`src/rtl/if_fetch_unit.sv`:
```
// Purpose : IF-stage fetch unit. Owns the PC, selects the next PC and addresses the synchronous instruction RAM.
// Latency : the IM address is driven from npc, so the IM read data lines up with pc_q one cycle later.
// Backpr. : stall holds the PC and re-presents the same IM address, with no internal buffering.
module if_fetch_unit #(
  parameter logic [31:0] RESET_PC  = 32'h0000_3000,
  parameter logic [31:0] IM_BASE   = 32'h0000_3000,  // must be word-aligned
  parameter int          IM_ADDR_W = 11,
  parameter logic [31:0] EXC_VEC   = 32'h0000_4180
) (
  input  logic                 clk,
  input  logic                 reset_n,
  input  logic                 stall,
  input  logic                 br_taken,
  input  logic [31:0]          br_target,
  input  logic                 exc_req,
  input  logic                 eret_req,
  input  logic [31:0]          epc,
  output logic [IM_ADDR_W-1:0] im_addr,
  input  logic [31:0]          im_data,
  output logic [31:0]          if_pc,
  output logic [31:0]          if_instr,
  output logic                 if_valid,
  output logic                 if_adel
);

  logic [31:0] pc_q, pc_d;
  logic        primed_q, primed_d;
  logic        adel_q, adel_d;

  logic [31:0] npc;
  logic [32:0] im_off;   // npc - IM_BASE with borrow in bit 32
  logic        npc_bad;

  // Next-PC selection. Before the first edge the IM has not yet seen RESET_PC,
  // so the first edge re-presents pc_q instead of advancing.
  always_comb begin
    npc = pc_q + 32'd4;
    if (!primed_q) begin
      npc = pc_q;
    end else if (exc_req) begin
      npc = EXC_VEC;
    end else if (eret_req) begin
      npc = epc;
    end else if (stall) begin
      npc = pc_q;
    end else if (br_taken) begin
      npc = br_target;
    end
  end

  // Address check and IM word address. A borrow (npc below IM_BASE) or any
  // offset bit above the IM window marks the fetch bad; since IM_BASE is
  // word-aligned the low offset bits are exactly npc[1:0].
  always_comb begin
    im_off  = {1'b0, npc} - {1'b0, IM_BASE};
    npc_bad = (im_off[1:0] != 2'b00) || (im_off[32:IM_ADDR_W+2] != '0);
    im_addr = im_off[IM_ADDR_W+1:2];
  end

  // Next-state values for the PC, priming flag and address-error flag.
  always_comb begin
    pc_d     = npc;
    primed_d = 1'b1;
    adel_d   = npc_bad;
  end

  // State registers, asynchronously cleared so outputs drop mid-cycle on reset.
  always_ff @(posedge clk or negedge reset_n) begin
    if (!reset_n) begin
      pc_q     <= RESET_PC;
      primed_q <= 1'b0;
      adel_q   <= 1'b0;
    end else begin
      pc_q     <= pc_d;
      primed_q <= primed_d;
      adel_q   <= adel_d;
    end
  end

  // Output bundle. A faulting fetch still presents its PC but never its IM data.
  always_comb begin
    if_pc    = pc_q;
    if_valid = primed_q;
    if_adel  = adel_q & primed_q;
    if_instr = (primed_q && !adel_q) ? im_data : 32'h0;
  end

endmodule

```
`config.mk`:
```
export PLATFORM = sky130hd
export DESIGN_NAME = if_fetch_unit
export DESIGN_NICKNAME = d
export VERILOG_FILES = /design/src/rtl/if_fetch_unit.sv
export SDC_FILE = /design/constraint.sdc
export NUM_CORES = 1
export LEC_CHECK = 0
export BUFFER_PORTS_ARGS = -buffer_cell sky130_fd_sc_hd__clkbuf_2
export CAP_MARGIN = 20
export CORE_MARGIN = 4
export CORE_UTILIZATION = 40
export DETAILED_ROUTE_END_ITERATION = 12
export HOLD_SLACK_MARGIN = 0.06
export MAX_ROUTING_LAYER = met4
export PLACE_DENSITY = 0.73
export SKIP_LAST_GASP = 1
export SLEW_MARGIN = 20
export SYNTH_ARGS = -nofsm -noshare
export SYNTH_HDL_FRONTEND = slang
export SYNTH_SLANG_ARGS = --single-unit
```
`constraint.sdc`:
```
create_clock -name clk -period 5.39 [get_ports clk]
set_input_delay 0.2695 -clock clk [delete_from_list [all_inputs] [get_ports clk]]
set_output_delay 0.2695 -clock clk [all_outputs]
set_load 0.005 [all_outputs]
```
==> summary.txt <==
Status -> finished clean
Worst slew pin tran -> 0.955 ns
Crit start category -> register
Setup Buffers After CTS -> 0
DRC Markers -> 0
Asr flop ratio synth -> 100%
WP data required -> 5.56 ns
Most frequent cell on the critical path -> or3_1
Max cap viols -> 0
# H-tree levels -> 2
Area grow syn2layout -> 28.6%
Wire per inst -> 19.9 um
Leak -> 2.09 nW
Critical Path End Type -> register
# diodes -> 0
PostCTS Resize Cnt -> 0
Setup violators final -> 0
Die width -> 99.6 um
Largest net degree at the start of global routing -> 44
R2r endpoint -> adel_q
Crit Path Class -> reg -> reg
Num CTS Buffers -> 5
Share of the synthesized area in the top cell type -> 23.8%
Routed vias -> 4258
Slowest-stage cell, CP -> nor2b_1
Core area -> 8180 sq um
Setup TNS -> 0 ns
CTS Sinks -> 34
First-pass DRT Iterations -> 5
Initial antenna violation count -> 0
Min cycle time layout -> 3.65 ns
Fin. max-slew vios -> 0
Util after Layout -> 52.8%
Worst vdd ir -> 0.0000921 V
Worst-path clk slew -> 0.08 ns
Synth cell count leaders -> and2_1 (38), nand2_1 (37), a21oi_1 (33)
RD Place Congestion -> 0.937
R2r setup slk -> 1.74 ns
First-pass GRT wire length -> 21.3 mm
Largest area contributor in the netlist -> dfrtp_1
Vias in the first global route -> 4006
Final net count -> 689
Net Count, Synth -> 541
CP endpoint -> adel_q
CP bufs+invs -> 0
Max Fclk -> 274 MHz
Most used DFF post-synth -> dfrtp_1
CP Depth -> 9
WP data arrival -> 3.82 ns
Port bufs -> 178
HPWL Detailed -> 10.5 mm
#FFs+latches synth -> 34
Worst r2r src -> if_valid
M3 GR Usage -> 5.12%
GRT busiest layer -> met1
Clk Latency, worst-skew pair -> 0.30 ns
Power Density -> 190 nW/um^2
Routing usage on met1 -> 39.1%
Top-level port count -> 179
Vias per cell -> 6.16
Ranking of synthesized cells by area -> dfrtp_1 (24%), and2_1 (7.1%), a21oi_1 (4.9%), nand2_1 (4.1%), o21ai_0 (3.9%)
DRT iter0 DRCs -> 463
Crit path max fanout -> 14
CP Cell Sequence -> nor2b_1, o221a_2, a31oi_1, o21ai_0, ha_1, or3_1, or3_1, nor4_2, o211ai_1
Syn_area_per_cell -> 7.69 sq um
Worst Setup SP -> if_valid
Clock buffer depth -> 2
# hold bufs at CTS -> 0
R2R depth -> 9
Global routing met2 resource utilization -> 38.6%
Initial Util -> 41.1%
CTS tree -> yes
Clk root buf -> clkbuf_8
Die area -> 9930 sq um
Period utilization -> 67.6%
GRT overflow -> 0
Std-Cell Rows -> 33
Worst path top cell family by delay -> simple AND/OR/NAND/NOR gates
RSZ-0062 raised after global routing -> false
Rel. slew slack -> 36.2%
Ys Warns -> 0
Die Height -> 99.6 um
Sequential fraction of the synthesis area -> 25.4%
Synth cell types -> 68
Cell with the most instances after synthesis -> and2_1
Layout cell share with drive strength beyond 1 -> 36.5%
Layout Skew -> 0.00411 ns
Post-synthesis cell area -> 3360 sq um
Post-synth EDFFs -> 0
Min-Delay Path Class -> in -> async
Global Route Usage Sum -> 27.5%
DRT Wirelength -> 13.8 mm
CP max stage delay -> 0.82 ns
Synthesized instance count -> 437
Fin. Hold Viols -> 0
Routed Antenna Nets -> 0
==> cell type report <==
cell class | instances | area (sq um)
Inverter | 14 | 52.6
Clock buffer | 8 | 110
Multi-Input combinational cell | 349 | 2260
Tap cell | 105 | 131
Sequential cell | 34 | 853
Fill cell | 800 | 3860
Timing Repair Buffer | 181 | 913
==> worst register-to-register path, cell delays in order, from the launching register on <==
cell      delay (ns)
dfrtp_1         0.63
nor2b_1         0.83
o221a_2         0.35
a31oi_1         0.08
o21ai_0         0.37
ha_1            0.31
or3_1           0.35
or3_1           0.33
nor4_2          0.15
o211ai_1        0.12
==> flip-flops by register name, indices dropped and copies added (netlist names) <==
name      cells
if_pc        32
adel_q        1
if_valid      1
==> logic make-up after synthesis <==
| group | after synthesis | synth area share, % |
|---|---|---|
| adders and majority gates | 2 | 0.745 |
| DFF | 34 | 25.4 |
| other | 1 | 0.112 |
| xor gates and xnor gates | 2 | 0.522 |
| AOI/OAI and AO/OA | 148 | 30.4 |
| buffers and inverters | 54 | 7.52 |
| and+or+nand+nor | 185 | 31.9 |
| muxes | 11 | 3.43 |
==> worst min path at each step <==
stage	startpoint	to	slack, ns
after detailed placement	reset_n	if_pc[23]	0.45
after CTS	reset_n	if_pc[21]	0.13
after global routing	reset_n	if_pc[21]	0.16
final	reset_n	if_pc[23]	0.08
after floorplan	reset_n	adel_q	-0.03
after global placement	reset_n	if_pc[23]	0.45
==> power by group <==
group	internal (mW)	leakage, nW	total (mW)	switching (mW)
clock	0.129	0.0575	0.232	0.103
sequential	0.279	0.427	0.329	0.0494
combinational	0.115	1.60	0.261	0.146
==> per-layer routing <==
metal | part of all wire, % | up-vias | wire length (um)
li1 | - | 1935 | -
met1 | 43 | 2007 | 5960
met2 | 44 | 274 | 6100
met3 | 9.8 | 42 | 1350
met4 | 2.6 | 0 | 361
met5 | 0 | - | 0
==> through the flow <==
step | hold slack (ns) | std cells | area [sq um] | total power [mW] | worst slack [ns]
2_1_floorplan | -0.0261 | 437 | 3360 | 0.469 | 2.51
3_3_place_gp | 0.446 | 683 | 4200 | 0.581 | 2.05
3_5_place_dp | 0.452 | 683 | 4200 | 0.587 | 1.85
4_1_cts | 0.129 | 691 | 4310 | 0.822 | 1.83
5_1_grt | 0.161 | 691 | 4320 | 0.871 | 1.50
6_report | 0.0827 | 691 | 4320 | 0.822 | 1.74
==> cells in the final DEF, fill, tap and decap left out, types with 3 or more instances in the layout <==
| cell | n |
|---|---|
| clkbuf_2 | 178 |
| and2_1 | 38 |
| nand2_1 | 37 |
| a21oi_1 | 33 |
| dfrtp_1 | 32 |
| nor2_1 | 26 |
| o21ai_0 | 26 |
| inv_1 | 13 |
| nand3_1 | 10 |
| nand4_1 | 10 |
| and3_1 | 10 |
| o221ai_1 | 10 |
| nor3_1 | 8 |
| a31oi_1 | 8 |
| clkbuf_8 | 8 |
| nor2b_1 | 7 |
| a21o_1 | 7 |
| a221oi_1 | 7 |
| mux2i_1 | 7 |
| o211ai_1 | 6 |
| a211oi_1 | 6 |
| o2bb2ai_1 | 6 |
| a221o_1 | 5 |
| nor4_1 | 5 |
| nand2b_1 | 4 |
| or2_2 | 4 |
| mux2_2 | 4 |
| or3_1 | 4 |
| a22o_1 | 4 |
| o22ai_1 | 3 |
| or4_1 | 3 |
| a22oi_1 | 3 |
| buf_4 | 3 |
(Power assumes the default switching activity.)
